$ cat src/rtl/keypad_scanner.sv
`default_nettype none
// ============================================================================
//  Module      : keypad_scanner
//  Description : 4x4 active-low matrix keypad scanner. Drives one row low at
//                a time, samples the synchronized columns once per dwell,
//                debounces presses and releases, encodes the key into the
//                calculator's 4-bit code and emits a kbEN strobe.
//                Optional macro KEYPAD_AUTOREPEAT_EN adds auto-repeat of a
//                held key.
//  Revision    : 1.0 - initial release
// ============================================================================
module keypad_scanner #(
    parameter int SCAN_DIV       = 50000,
    parameter int DEBOUNCE_SCANS = 10,
    parameter int KBEN_CYCLES    = 4,
    parameter int REPEAT_SAMPLES = 500
) (
    input  logic       clk,
    input  logic       rst,
    input  logic [3:0] cols,
    output logic [3:0] rows,
    output logic [3:0] pressedkey,
    output logic       kbEN
);

    localparam int DIV_W = $clog2(SCAN_DIV);
    localparam int DEB_W = $clog2(DEBOUNCE_SCANS + 1);
    localparam int STB_W = $clog2(KBEN_CYCLES + 1);

    localparam logic [DIV_W-1:0] DIV_LAST = DIV_W'(SCAN_DIV - 1);
    localparam logic [DEB_W-1:0] DEB_LAST = DEB_W'(DEBOUNCE_SCANS - 1);
    localparam logic [STB_W-1:0] STB_LAST = STB_W'(KBEN_CYCLES - 1);

`ifdef KEYPAD_AUTOREPEAT_EN
    localparam int REP_W = $clog2(REPEAT_SAMPLES + 1);
    localparam logic [REP_W-1:0] REP_LAST = REP_W'(REPEAT_SAMPLES - 1);
`endif

    localparam logic [1:0] ST_SCAN         = 2'd0;
    localparam logic [1:0] ST_DEBOUNCE     = 2'd1;
    localparam logic [1:0] ST_STROBE       = 2'd2;
    localparam logic [1:0] ST_WAIT_RELEASE = 2'd3;

    // Elaboration-time parameter sanity checks
    if (SCAN_DIV < 4) begin : g_bad_scan_div
        $error("keypad_scanner: SCAN_DIV must be at least 4");
    end
    if (DEBOUNCE_SCANS < 1) begin : g_bad_debounce_scans
        $error("keypad_scanner: DEBOUNCE_SCANS must be at least 1");
    end
    if (KBEN_CYCLES < 1) begin : g_bad_kben_cycles
        $error("keypad_scanner: KBEN_CYCLES must be at least 1");
    end
    if (REPEAT_SAMPLES < 1) begin : g_bad_repeat_samples
        $error("keypad_scanner: REPEAT_SAMPLES must be at least 1");
    end

    // ------------------------------------------------------------------
    // Registers
    // ------------------------------------------------------------------
    logic [3:0]       cols_meta_q;
    logic [3:0]       cols_sync_q;
    logic [1:0]       state_q,   state_d;
    logic [DIV_W-1:0] div_q,     div_d;
    logic [1:0]       row_q,     row_d;
    logic [3:0]       pattern_q, pattern_d;
    logic [1:0]       col_q,     col_d;
    logic [DEB_W-1:0] match_q,   match_d;
    logic [DEB_W-1:0] rel_q,     rel_d;
    logic [STB_W-1:0] stb_q,     stb_d;
    logic [3:0]       key_q,     key_d;
    // lock_q suppresses strobes for a key that may have been held through
    // reset; it clears after one full clean sweep or after a release.
    logic             lock_q,    lock_d;
    logic [1:0]       clean_q,   clean_d;
`ifdef KEYPAD_AUTOREPEAT_EN
    logic [REP_W-1:0] rep_q,     rep_d;
`endif

    logic       w_sample;
    logic       w_all_high;
    logic [1:0] w_low_col;

    // Lowest-index low column wins when several keys share a row
    function automatic logic [1:0] lowest_low(input logic [3:0] c);
        logic [1:0] idx;
        if (!c[0])      idx = 2'd0;
        else if (!c[1]) idx = 2'd1;
        else if (!c[2]) idx = 2'd2;
        else            idx = 2'd3;
        return idx;
    endfunction

    // Calculator key map, row-major
    function automatic logic [3:0] encode(input logic [1:0] r, input logic [1:0] c);
        logic [3:0] code;
        case ({r, c})
            4'b00_00: code = 4'h1;
            4'b00_01: code = 4'h2;
            4'b00_10: code = 4'h3;
            4'b00_11: code = 4'hC;
            4'b01_00: code = 4'h4;
            4'b01_01: code = 4'h5;
            4'b01_10: code = 4'h6;
            4'b01_11: code = 4'hD;
            4'b10_00: code = 4'h7;
            4'b10_01: code = 4'h8;
            4'b10_10: code = 4'h9;
            4'b10_11: code = 4'hE;
            4'b11_00: code = 4'hB;
            4'b11_01: code = 4'h0;
            4'b11_10: code = 4'hA;
            default:  code = 4'hF;
        endcase
        return code;
    endfunction

    assign w_sample   = (div_q == DIV_LAST);
    assign w_all_high = (cols_sync_q == 4'hF);
    assign w_low_col  = lowest_low(cols_sync_q);

    // Two-flop synchronizer for the asynchronous column inputs
    always_ff @(posedge clk or posedge rst) begin
        if (rst) begin
            cols_meta_q <= 4'hF;
            cols_sync_q <= 4'hF;
        end else begin
            cols_meta_q <= cols;
            cols_sync_q <= cols_meta_q;
        end
    end

    // State and datapath register
    always_ff @(posedge clk or posedge rst) begin
        if (rst) begin
            state_q   <= ST_SCAN;
            div_q     <= '0;
            row_q     <= 2'd0;
            pattern_q <= 4'hF;
            col_q     <= 2'd0;
            match_q   <= '0;
            rel_q     <= '0;
            stb_q     <= '0;
            key_q     <= 4'h0;
            lock_q    <= 1'b1;
            clean_q   <= 2'd0;
        end else begin
            state_q   <= state_d;
            div_q     <= div_d;
            row_q     <= row_d;
            pattern_q <= pattern_d;
            col_q     <= col_d;
            match_q   <= match_d;
            rel_q     <= rel_d;
            stb_q     <= stb_d;
            key_q     <= key_d;
            lock_q    <= lock_d;
            clean_q   <= clean_d;
        end
    end

`ifdef KEYPAD_AUTOREPEAT_EN
    // Auto-repeat held-sample counter
    always_ff @(posedge clk or posedge rst) begin
        if (rst) begin
            rep_q <= '0;
        end else begin
            rep_q <= rep_d;
        end
    end
`endif

    // Next-state and datapath logic
    always_comb begin
        state_d   = state_q;
        row_d     = row_q;
        pattern_d = pattern_q;
        col_d     = col_q;
        match_d   = match_q;
        rel_d     = rel_q;
        stb_d     = stb_q;
        key_d     = key_q;
        lock_d    = lock_q;
        clean_d   = clean_q;
`ifdef KEYPAD_AUTOREPEAT_EN
        rep_d     = rep_q;
`endif

        // The dwell is held at zero during a strobe so that the release and
        // repeat windows after it start on a whole dwell.
        if (state_q == ST_STROBE || w_sample) begin
            div_d = '0;
        end else begin
            div_d = div_q + DIV_W'(1);
        end

        case (state_q)
            ST_SCAN: begin
                if (w_sample) begin
                    if (w_all_high) begin
                        row_d = row_q + 2'd1;
                        if (clean_q == 2'd3) begin
                            lock_d = 1'b0;
                        end else begin
                            clean_d = clean_q + 2'd1;
                        end
                    end else begin
                        clean_d   = 2'd0;
                        pattern_d = cols_sync_q;
                        col_d     = w_low_col;
                        match_d   = DEB_W'(1);
                        rel_d     = '0;
                        if (lock_q) begin
                            // Possibly held through reset: wait it out silently
                            state_d = ST_WAIT_RELEASE;
                        end else if (DEBOUNCE_SCANS == 1) begin
                            key_d   = encode(row_q, w_low_col);
                            stb_d   = '0;
                            state_d = ST_STROBE;
                        end else begin
                            state_d = ST_DEBOUNCE;
                        end
                    end
                end
            end

            ST_DEBOUNCE: begin
                if (w_sample) begin
                    if (cols_sync_q == pattern_q) begin
                        if (match_q == DEB_LAST) begin
                            key_d   = encode(row_q, col_q);
                            stb_d   = '0;
                            state_d = ST_STROBE;
                        end else begin
                            match_d = match_q + DEB_W'(1);
                        end
                    end else begin
                        state_d = ST_SCAN;
                        row_d   = row_q + 2'd1;
                    end
                end
            end

            ST_STROBE: begin
                if (stb_q == STB_LAST) begin
                    state_d = ST_WAIT_RELEASE;
                    rel_d   = '0;
`ifdef KEYPAD_AUTOREPEAT_EN
                    rep_d   = '0;
`endif
                end else begin
                    stb_d = stb_q + STB_W'(1);
                end
            end

            ST_WAIT_RELEASE: begin
                if (w_sample) begin
                    if (w_all_high) begin
`ifdef KEYPAD_AUTOREPEAT_EN
                        rep_d = '0;
`endif
                        if (rel_q == DEB_LAST) begin
                            state_d = ST_SCAN;
                            row_d   = row_q + 2'd1;
                            lock_d  = 1'b0;
                        end else begin
                            rel_d = rel_q + DEB_W'(1);
                        end
                    end else begin
                        rel_d = '0;
`ifdef KEYPAD_AUTOREPEAT_EN
                        // Same key still held: re-strobe after enough samples
                        if (!lock_q && cols_sync_q == pattern_q) begin
                            if (rep_q == REP_LAST) begin
                                rep_d   = '0;
                                stb_d   = '0;
                                state_d = ST_STROBE;
                            end else begin
                                rep_d = rep_q + REP_W'(1);
                            end
                        end else begin
                            rep_d = '0;
                        end
`else
                        // A held key simply waits for its release
`endif
                    end
                end
            end

            default: begin
                state_d = ST_SCAN;
            end
        endcase
    end

    // Outputs decoded from registered state
    always_comb begin
        rows       = ~(4'b0001 << row_q);
        kbEN       = (state_q == ST_STROBE);
        pressedkey = key_q;
    end

endmodule
`default_nettype wire

$ cat config.mk
export PLATFORM = sky130hd
export DESIGN_NAME = keypad_scanner
export DESIGN_NICKNAME = d
export VERILOG_FILES = /design/src/rtl/keypad_scanner.sv
export SDC_FILE = /design/constraint.sdc
export NUM_CORES = 1
export LEC_CHECK = 0
export CAP_MARGIN = 20
export CORE_MARGIN = 1
export CORE_UTILIZATION = 55
export CTS_CLUSTER_SIZE = 28
export DETAILED_ROUTE_END_ITERATION = 8
export GPL_ROUTABILITY_DRIVEN = 0
export PLACE_DENSITY = 0.74
export SYNTH_ARGS = -nofsm -noshare
export SYNTH_HDL_FRONTEND = slang
export SYNTH_SLANG_ARGS = --single-unit
$ cat constraint.sdc
create_clock -name clk -period 2.71 [get_ports clk]
set_input_delay 0.271 -clock clk [delete_from_list [all_inputs] [get_ports clk]]
set_output_delay 0.271 -clock clk [all_outputs]
set_load 0.005 [all_outputs]
==> metrics <==
main combinational cell family by area after synthesis simple AND/OR/NAND/NOR gates; row count 25; number of synthesized flops with an enable pin 0; VDD IR max 0.000342 V; total gr overflow 0; Synth Area in Adders 0.0933; Top-Level Pins 15; setup TNS 0 ns; Synth Instances 283; final worst slack 0.363 ns; # hold bufs at CTS 0; Initial Utilization 0.585; Skew-Pair Late Insertion Delay 0.30 ns; CP Max Fanout 13; Slew Viols, Final 0; Routed Antenna Nets 0; drt drc 0; Slew HR 0.660; share of layout cells above drive strength 1 0.132; IO buf count 14; Hold Crit Class primary input to async pin; sum of buffers and inverters on the critical path 1; wire per inst 12.7 µm; FF+latch count, synth 52; vias 1919; CP Cell Sequence or4b_4, nor4b_4, buf_4, o21bai_1, a211oi_2, mux2_1; Fin. Hold Viols 0; die height 73.6 µm; startpoint types register; GR Util All Layers 0.203; area growth from synthesis to final layout 11.1%; largest net degree at the start of global routing 26; number of gates resized after CTS 0; syn avg cell area 9.96 µm²; hpwl dp 3490 µm; H-tree levels 2; Clock transition at path regs 0.09 ns; final setup fails 0; first-pass GRT wire length 8400 µm; Pre-antenna DRT Iters 5; Via density 5.20; asr flop ratio synth 1.00; power density cells 406 mW/mm²; R2R Setup Slk 0.36 ns; most used flip-flop cell after synthesis dfrtp_1; Tcrit/Tclk final 0.866; Fillers 409; multi-input logic area 0.00139 mm²; CTS tree built; Compound-Gate Fraction of Synth Area 0.0933; Clock Sinks 52; post-CTS setup buffer count 0; final net count 328; max-cap violations 0; pre-CTS setup slack 0.374 ns; CTS buffer count 5; Crit path required time 2.90 ns; RSZ-0062 raised after global routing no; Mapped Nets 310; Synth Warn # 0; number of global-route vias before repair 1875; Leak Pwr 1.41 nW; Slew @ Worst Pin 0.509 ns; Detailed Route WL 4670 µm; CP Capture Type register; Top delay family on crit path simple AND/OR/NAND/NOR gates; synth unique cells 46; Core ar. 0.00482 mm²; FMAX 426 MHz; DRT iter0 DRCs 92; crit-path max cell delay 0.58 ns; status completed; antenna violations before repair 0; Critical Path AT 2.53 ns; Die X 73.6 µm; post-layout min period 2.35 ns; register area 0.00132 mm²; simple-gate share of the synthesized area 0.206; Syn Std Cell Area 0.00282 mm²; sequential fraction of the synthesis area 0.468; xor/xnor cell area share of the yosys netlist 0.0591; mux contribution to synthesized area 0.0426; Max Root-Sink Buffers 2; Antenna Diode Count 0; Die ar. 0.00541 mm²; kind of critical path register to register; CTS Root Cell clkbuf_8; slowest cell on the critical path or4b_4; Max Clock Skew 0.00516 ns
metal layers:
metal	GRT usage	wire (µm)
met5	0	0
met1	0.275	2340
met4	0.0577	40
met2	0.331	2180
met3	0.0412	110
final cells by class:
cell class,count,share of cell area
inverter,19,0.0228
sequential,52,0.421
multi-input combinational,205,0.445
timing repair buffer,18,0.0544
tap,67,0.0268
clock buffer,7,0.0276
clock inverter,1,0.00240
cell usage in the layout (no fill, tap or decap), drive strengths merged, types with 5 or more instances in the layout:
| master | instances |
|---|---|
| xor2 | 10 |
| dfstp | 13 |
| inv | 19 |
| o31ai | 5 |
| a21oi | 10 |
| nand4 | 6 |
| clkdlybuf4s50 | 14 |
| ha | 21 |
| clkbuf | 7 |
| o21ai | 17 |
| dfrtp | 39 |
| mux2 | 8 |
| nor2 | 31 |
| nand2 | 28 |
| and3 | 8 |
| xnor2 | 9 |
| nand3 | 11 |
flip-flops by register name (all words and copies together), names as in the netlist, 3 cells and up:
signal	count
stb_q	3
div_q	16
pattern_q	4
cols_sync_q	4
rel_q	4
match_q	4
cols_meta_q	4
pressedkey	4
synthesized netlist by cell type, types with 2 or more instances:
cell	instances	area (µm²)
dfrtp_1	39	976
nor2_1	31	116
nand2_1	27	101
ha_1	21	263
inv_1	19	71.3
o21ai_0	17	85.1
dfstp_2	13	342
a21oi_1	10	50.1
nand3_1	10	50.1
xor2_1	10	87.6
xnor2_1	9	78.8
and3_1	8	50.1
mux2_2	7	78.8
nand4_1	6	37.5
o31ai_1	5	37.5
clkbuf_1	4	15.0
nand2b_1	4	25.0
nor2b_1	4	25.0
nor3_1	4	20.0
and2_1	3	18.8
mux2i_1	3	30.0
o21bai_1	3	22.5
a31oi_1	2	12.5
or2_2	2	12.5
report_power, final:
part / switching (mW) / internal [mW] / total, mW
Clock: 0.240 / 0.208 / 0.448
Sequential: 0.00504 / 0.787 / 0.792
Combinational: 0.0203 / 0.0117 / 0.0319
per-stage QoR:
step,utilization,instance area (µm²),hold WS (ns),cells,power (mW)
3_3_place_gp,0.630,3040,0.345,361,0.839
5_1_grt,0.650,3130,0.349,369,1.33
4_1_cts,0.650,3130,0.327,369,1.29
6_report,0.650,3130,0.316,369,1.27
2_1_floorplan,-,2820,0.275,283,0.823
3_5_place_dp,0.630,3040,0.348,361,0.840
kinds of logic (layout without fill, tap and decap cells):
| logic type | count (synthesis) | in the layout |
|---|---|---|
| multiplexers | 11 | 11 |
| adder cells (fa/ha/maj) | 21 | 21 |
| flip-flops | 52 | 52 |
| buffers and inverters | 26 | 45 |
| XOR/XNOR | 19 | 19 |
| AO/OA/AOI/OAI | 43 | 43 |
| AND/OR/NAND/NOR | 111 | 111 |
path summary, 6_finish.rpt:
| path | startpoint | end | cells past startpoint |
|---|---|---|---|
| max in group asynchronous | rst | lock_q$_DFFE_PP1P_ | 3 |
| hold reg to reg | cols_meta_q[3]$_DFF_PP1_ | cols_sync_q[3]$_DFF_PP1_ | 0 |
| hold / removal | rst | clean_q[1]$_DFFE_PP0P_ | 2 |
| setup reg to reg | div_q[5]$_DFF_PP0_ | state_q[1]$_DFFE_PP0P_ | 6 |
| setup / recovery | div_q[5]$_DFF_PP0_ | state_q[1]$_DFFE_PP0P_ | 6 |
| min in group clk | cols_meta_q[3]$_DFF_PP1_ | cols_sync_q[3]$_DFF_PP1_ | 0 |
No activity file was read; power rests on OpenSTA's default activity.
